===== config.mk =====
export PLATFORM = sky130hd
export DESIGN_NAME = rx_control_frame_module_flat
export DESIGN_NICKNAME = d
export VERILOG_FILES = /design/src/rtl/rx_control_frame_module_if.sv /design/src/rtl/rx_control_frame_module.sv /design/src/flat_wrapper.sv
export SDC_FILE = /design/constraint.sdc
export NUM_CORES = 1
export LEC_CHECK = 0
export CORE_UTILIZATION = 45
export DETAILED_ROUTE_END_ITERATION = 8
export PLACE_DENSITY_LB_ADDON = 0.15
export SLEW_MARGIN = 10
export SYNTH_ARGS = -nofsm -noshare
export SYNTH_HDL_FRONTEND = slang
export SYNTH_SLANG_ARGS = --single-unit

===== constraint.sdc =====
create_clock -name CLK -period 2.42 [get_ports CLK]
set_input_delay 0.726 -clock CLK [delete_from_list [all_inputs] [get_ports CLK]]
set_output_delay 0.726 -clock CLK [all_outputs]
set_load 0.02 [all_outputs]

===== src/rtl/rx_control_frame_module_if.sv =====
// Receiver-side signal bundle: line and enable in, received word and status out.
// master drives the line/enable (link side); slave is the receiver.
interface rx_control_frame_module_if #(
  parameter int DATA_BITS = 32
);
  logic                 Rx_En_Sig;
  logic                 Rx_Pin_In;
  logic [DATA_BITS-1:0] Rx_Data;
  logic                 Rx_Done_Sig;
  logic                 Rx_Frame_Err;
  logic                 Rx_Busy;
  logic                 Bus_Idle;

  modport master (
    output Rx_En_Sig, Rx_Pin_In,
    input  Rx_Data, Rx_Done_Sig, Rx_Frame_Err, Rx_Busy, Bus_Idle
  );

  modport slave (
    input  Rx_En_Sig, Rx_Pin_In,
    output Rx_Data, Rx_Done_Sig, Rx_Frame_Err, Rx_Busy, Bus_Idle
  );
endinterface


===== src/rtl/rx_control_frame_module.sv =====
// Serial frame receiver: start bit, DATA_BITS LSB first, two stop bits; mid-bit sampling and bus-idle detect.
// Optional macro RX_MAJORITY_VOTE_EN: each bit decision is a 2-of-3 vote over the last three rx_s samples.
module rx_control_frame_module #(
  parameter int CLKS_PER_BIT = 434,
  parameter int DATA_BITS    = 32,
  parameter int IDLE_BITS    = 11
) (
  input  logic                     CLK,
  input  logic                     RSTn,
  rx_control_frame_module_if.slave rx_if
);
  localparam int CW       = $clog2(CLKS_PER_BIT);
  localparam int HALF     = CLKS_PER_BIT / 2;
  localparam int IW       = (DATA_BITS > 1) ? $clog2(DATA_BITS) : 1;
  localparam int IDLE_SAT = IDLE_BITS * CLKS_PER_BIT;
  localparam int ICW      = $clog2(IDLE_SAT + 1);

  localparam logic [CW-1:0]  CNT_HALF = CW'(HALF - 1);
  localparam logic [CW-1:0]  CNT_BIT  = CW'(CLKS_PER_BIT - 1);
  localparam logic [IW-1:0]  IDX_LAST = IW'(DATA_BITS - 1);
  localparam logic [ICW-1:0] IDLE_MAX = ICW'(IDLE_SAT);

  typedef enum logic [2:0] {
    IDLE,
    START,
    DATA,
    STOP1,
    STOP2,
    DONE
  } state_t;

  state_t               state_reg, state_next;
  logic                 sync1_reg;
  logic                 rx_s;
  logic                 rx_d;
  logic [CW-1:0]        cnt_reg, cnt_next;
  logic [IW-1:0]        idx_reg, idx_next;
  logic [DATA_BITS-1:0] shift_reg, shift_next;
  logic                 err_reg, err_next;
  logic [DATA_BITS-1:0] data_reg, data_next;
  logic                 ferr_reg, ferr_next;
  logic [ICW-1:0]       idle_cnt_reg, idle_cnt_next;
  logic                 fell;
  logic                 bit_val;

  // Two-flop synchroniser plus one delay stage for falling-edge detection
  always_ff @(posedge CLK or negedge RSTn) begin
    if (!RSTn) begin
      sync1_reg <= 1'b1;
      rx_s      <= 1'b1;
      rx_d      <= 1'b1;
    end else begin
      sync1_reg <= rx_if.Rx_Pin_In;
      rx_s      <= sync1_reg;
      rx_d      <= rx_s;
    end
  end

  assign fell = rx_d & ~rx_s;

`ifdef RX_MAJORITY_VOTE_EN
  logic rx_d2;

  always_ff @(posedge CLK or negedge RSTn) begin
    if (!RSTn) begin
      rx_d2 <= 1'b1;
    end else begin
      rx_d2 <= rx_d;
    end
  end

  // rx_d2/rx_d/rx_s are the samples at nominal count -2/-1/0
  assign bit_val = (rx_d2 & rx_d) | (rx_d2 & rx_s) | (rx_d & rx_s);
`else
  assign bit_val = rx_s;
`endif

  always_ff @(posedge CLK or negedge RSTn) begin
    if (!RSTn) begin
      state_reg    <= IDLE;
      cnt_reg      <= '0;
      idx_reg      <= '0;
      shift_reg    <= '0;
      err_reg      <= 1'b0;
      data_reg     <= '0;
      ferr_reg     <= 1'b0;
      idle_cnt_reg <= '0;
    end else begin
      state_reg    <= state_next;
      cnt_reg      <= cnt_next;
      idx_reg      <= idx_next;
      shift_reg    <= shift_next;
      err_reg      <= err_next;
      data_reg     <= data_next;
      ferr_reg     <= ferr_next;
      idle_cnt_reg <= idle_cnt_next;
    end
  end

  always_comb begin
    state_next = state_reg;
    cnt_next   = cnt_reg + CW'(1);
    idx_next   = idx_reg;
    shift_next = shift_reg;
    err_next   = err_reg;
    data_next  = data_reg;
    ferr_next  = ferr_reg;

    if (!rx_if.Rx_En_Sig) begin
      state_next = IDLE;
    end else begin
      case (state_reg)
        IDLE: begin
          if (fell) begin
            state_next = START;
            err_next   = 1'b0;
          end
        end
        START: begin
          if (cnt_reg == CNT_HALF) begin
            state_next = bit_val ? IDLE : DATA;
            idx_next   = '0;
          end
        end
        DATA: begin
          if (cnt_reg == CNT_BIT) begin
            shift_next = {bit_val, shift_reg[DATA_BITS-1:1]};
            idx_next   = idx_reg + IW'(1);
            if (idx_reg == IDX_LAST) begin
              state_next = STOP1;
            end
          end
        end
        STOP1: begin
          if (cnt_reg == CNT_BIT) begin
            err_next   = err_reg | ~bit_val;
            state_next = STOP2;
          end
        end
        STOP2: begin
          // Word and error are published on entry to DONE so they are valid alongside the pulse
          if (cnt_reg == CNT_BIT) begin
            data_next  = shift_reg;
            ferr_next  = err_reg | ~bit_val;
            state_next = DONE;
          end
        end
        DONE: begin
          err_next   = 1'b0;
          state_next = IDLE;
        end
        default: state_next = IDLE;
      endcase
    end

    if (state_next != state_reg) begin
      cnt_next = '0;
    end
  end

  always_comb begin
    idle_cnt_next = '0;
    if ((state_reg == IDLE) && rx_s) begin
      idle_cnt_next = (idle_cnt_reg == IDLE_MAX) ? idle_cnt_reg : idle_cnt_reg + ICW'(1);
    end
  end

  assign rx_if.Rx_Data      = data_reg;
  assign rx_if.Rx_Frame_Err = ferr_reg;
  assign rx_if.Rx_Done_Sig  = (state_reg == DONE);
  assign rx_if.Rx_Busy      = (state_reg != IDLE);
  assign rx_if.Bus_Idle     = (state_reg == IDLE) && (idle_cnt_reg == IDLE_MAX);
endmodule


===== src/flat_wrapper.sv =====
// flat-port wrapper written by rule: the top's interface ports become plain ports
module rx_control_frame_module_flat 
#(
  parameter int CLKS_PER_BIT = 434,
  parameter int DATA_BITS    = 32,
  parameter int IDLE_BITS    = 11
)
  (CLK, RSTn, rx_if_Rx_En_Sig, rx_if_Rx_Pin_In, rx_if_Rx_Data, rx_if_Rx_Done_Sig, rx_if_Rx_Frame_Err, rx_if_Rx_Busy, rx_if_Bus_Idle);
  rx_control_frame_module_if #(.DATA_BITS(DATA_BITS)) rx_if_i ();
  input  logic CLK;
  input  logic RSTn;
  input wire logic [$bits(rx_if_i.Rx_En_Sig)-1:0] rx_if_Rx_En_Sig;
  input wire logic [$bits(rx_if_i.Rx_Pin_In)-1:0] rx_if_Rx_Pin_In;
  output wire logic [$bits(rx_if_i.Rx_Data)-1:0] rx_if_Rx_Data;
  output wire logic [$bits(rx_if_i.Rx_Done_Sig)-1:0] rx_if_Rx_Done_Sig;
  output wire logic [$bits(rx_if_i.Rx_Frame_Err)-1:0] rx_if_Rx_Frame_Err;
  output wire logic [$bits(rx_if_i.Rx_Busy)-1:0] rx_if_Rx_Busy;
  output wire logic [$bits(rx_if_i.Bus_Idle)-1:0] rx_if_Bus_Idle;
  assign rx_if_i.Rx_En_Sig = rx_if_Rx_En_Sig;
  assign rx_if_i.Rx_Pin_In = rx_if_Rx_Pin_In;
  assign rx_if_Rx_Data = rx_if_i.Rx_Data;
  assign rx_if_Rx_Done_Sig = rx_if_i.Rx_Done_Sig;
  assign rx_if_Rx_Frame_Err = rx_if_i.Rx_Frame_Err;
  assign rx_if_Rx_Busy = rx_if_i.Rx_Busy;
  assign rx_if_Bus_Idle = rx_if_i.Bus_Idle;
  rx_control_frame_module #(.CLKS_PER_BIT(CLKS_PER_BIT), .DATA_BITS(DATA_BITS), .IDLE_BITS(IDLE_BITS)) u_core (.CLK(CLK), .RSTn(RSTn), .rx_if(rx_if_i));
endmodule

==> impl_metrics.ini, run 1 <==
[outcome]
status = finished, final reports clean

[sta]
fin_crit_sh = 0.953
fin_skew_ns = 0.0166
final.min_clock_period_ns = 2.31
hold_viol_final = 0
tns_ns = 0
maxSlewViolCount = 0
setup_viol = 0
rsz0062_at_grt = no
tightestPinTransition_ns = 0.670
clock.fmax_ghz = 0.434
slew_headroom = 0.549
whs_ns = 0.342

[clock_network]
clock-root-buffer = clkbuf_8
clockBufferDepth = 2
clk_pin_slew_ns = 0.10
cts.sinks = 99
cts_buffers = 9
htreeDepth = 3
cts_tree = built
holdBufCountCts = 0
cts_setup_buffers = 0
clk_latency_ns = 0.36

[routing]
ant_nets = 0
initialDrtViolationCount = 100
wl_per_cell_um = 13.1
drc_errors = 0
via_per_inst = 4.96
wirelength_mm = 7.69
firstDrtPassIters = 4
vias = 2904

[final_layout]
final_nets = 462
final_util = 0.561
seqCellArea_mm2 = 0.00248
antenna_cells = 0
syn_to_final_growth_pct = 20.5
multiInputGateArea_mm2 = 0.00171
fin_area_mm2 = 0.00518
drive_gt1_frac = 0.204
fillers = 818

[yosys]
syn_nets = 406
postSynthCellCount = 395
syn_avg_cell_area_um2 = 10.9
syn_area_mm2 = 0.00430
synth_top_area_frac = 0.559
yosys_register_bits = 99
synth_edf_count = 0
ys_warn_count = 0
synth_common_cells = 104 x nand2_1, 96 x dfrtp_1, 28 x mux2_2
synthTopCellsByArea = dfrtp_1 56%, nand2_1 9.1%, mux2_2 7.3%
ys.flop_type = dfrtp_1
synth_cell_type_count = 44
async_flop_share = 1.00
synth_seq_area_share = 0.577
yosysMostFrequentCell = nand2_1
yosysTopAreaCell = dfrtp_1

[global_routing]
grt_antenna_before_repair = 0
grt_pass1_vias = 2866
overflow = 0
grt_pass1_wl_mm = 13.5
grt_start_max_net_pins = 46
track_usage = 0.171

[die]
ioPinCount = 40
rows = 35
core_mm2 = 0.00924
die_h_um = 99.7
die_w_um = 99.7
start_util = 0.465
dieArea_mm2 = 0.00995

[placed_design]
globalplace.congestion = 0.818
dpl_cell_area_mm2 = 0.00498
io_buffer_count = 39
post-dp-hpwl_mm = 5.04

[critical_path]
critPathMaxFanout = 2
crit_arrival_ns = 1.58
endpoint_kind = primary output
critical_path_class = reg -> out
cp-start-kind = flip-flop
cp.required_ns = 1.69

[worst_hold_path]
hold_path.class = in -> async

[power]
vdd_ir_drop_max_mv = 0.335
p_per_area_mw_per_mm2 = 567
p_leak_nw = 2.52

[flow_run]
cap_violations = 0
## worst max-delay path, stage by stage (launching register included)
cell and delay [ns]:
dfrtp_1 0.39, inv_1 0.06, ha_1 0.13, and4_1 0.16, nand3_1 0.12, nor2_1 0.11, clkdlybuf4s15_2 0.26
## final timing paths
path	endpoint	slack, ns	from	cells after the start
max in group asynchronous	u_core.rx_d	1.38	RSTn	2
worst max-delay path	rx_if_Bus_Idle	0.11	u_core.idle_cnt_reg[0]	6
min in group CLK	u_core.bit_val	0.36	u_core.sync1_reg	0
worst min register to register	u_core.bit_val	0.36	u_core.sync1_reg	0
worst min-delay path	u_core.idle_cnt_reg[4]	0.34	RSTn	1
worst max register to register	u_core.cnt_reg[5]	0.21	u_core.idx_reg[0]	8
## where the power goes
part	total (mW)	internal (mW)	leakage, nW	switching (mW)
clock	1.03	0.424	0.0969	0.603
sequential	1.72	1.69	1.36	0.0374
combinational	0.187	0.0794	1.06	0.108
## metal layers
metal	up-vias	global-route usage	wire [um]
met5	-	0	0
met4	0	0.0679	109
met3	11	0.0302	180
met2	33	0.261	3630
met1	1417	0.244	3780
li1	1443	-	-
## cell usage in the layout, fill, tap and decap left out, types with 3 or more instances in the layout
master,count
nand2_1,104
dfrtp_1,96
clkdlybuf4s50_1,35
mux2_2,28
nor2_1,24
buf_4,19
nand3_1,11
o21ai_0,10
clkbuf_8,10
inv_1,9
xor2_1,9
xnor2_1,8
a21oi_2,8
ha_1,7
nand4_1,6
a21oi_1,6
nand2b_1,4
and3_1,4
mux2_4,4
buf_12,4
nor3_1,3
or2_2,3
dfstp_2,3
## metrics by stage
| step | setup WS (ns) | cells | total power, mW |
|---|---|---|---|
| 2_1_floorplan | 0.266 | 395 | 1.86 |
| 3_3_place_gp | -0.0120 | 569 | 1.94 |
| 3_5_place_dp | -0.0287 | 569 | 1.95 |
| 4_1_cts | 0.0166 | 585 | 2.98 |
| 5_1_grt | 0.00470 | 585 | 3.07 |
| 6_report | 0.114 | 585 | 2.94 |
## cell type report
| type | instances | share of cell area |
|---|---|---|
| inverter | 9 | 0.00652 |
| tap | 129 | 0.0311 |
| multi-input combinational | 271 | 0.330 |
| clock buffer | 10 | 0.0266 |
| sequential | 99 | 0.479 |
| clock inverter | 6 | 0.0109 |
| timing repair buffer | 61 | 0.116 |
## cells by family (layout without fill, tap and decap cells)
kind of cell,after synthesis,in the layout,synth area share
simple gates,178,178,0.191
flops,99,99,0.577
compound gates,37,37,0.0602
mux,32,32,0.0873
buf+inv,25,86,0.0294
xor+xnor,17,17,0.0346
fa+ha+maj,7,7,0.0204
## timing repair
item	4_1_cts	5_1_grt
setup endpoints to repair	3	1
pin swaps	0	2
resized for setup	5	2
(Power assumes the default switching activity.)
==> run 2, diff against run 1 <==
- SLEW_MARGIN: 10 -> unset
==> results of run 2 <==
Same layout as run 1: the final DEF is identical, and so are final timing and power.
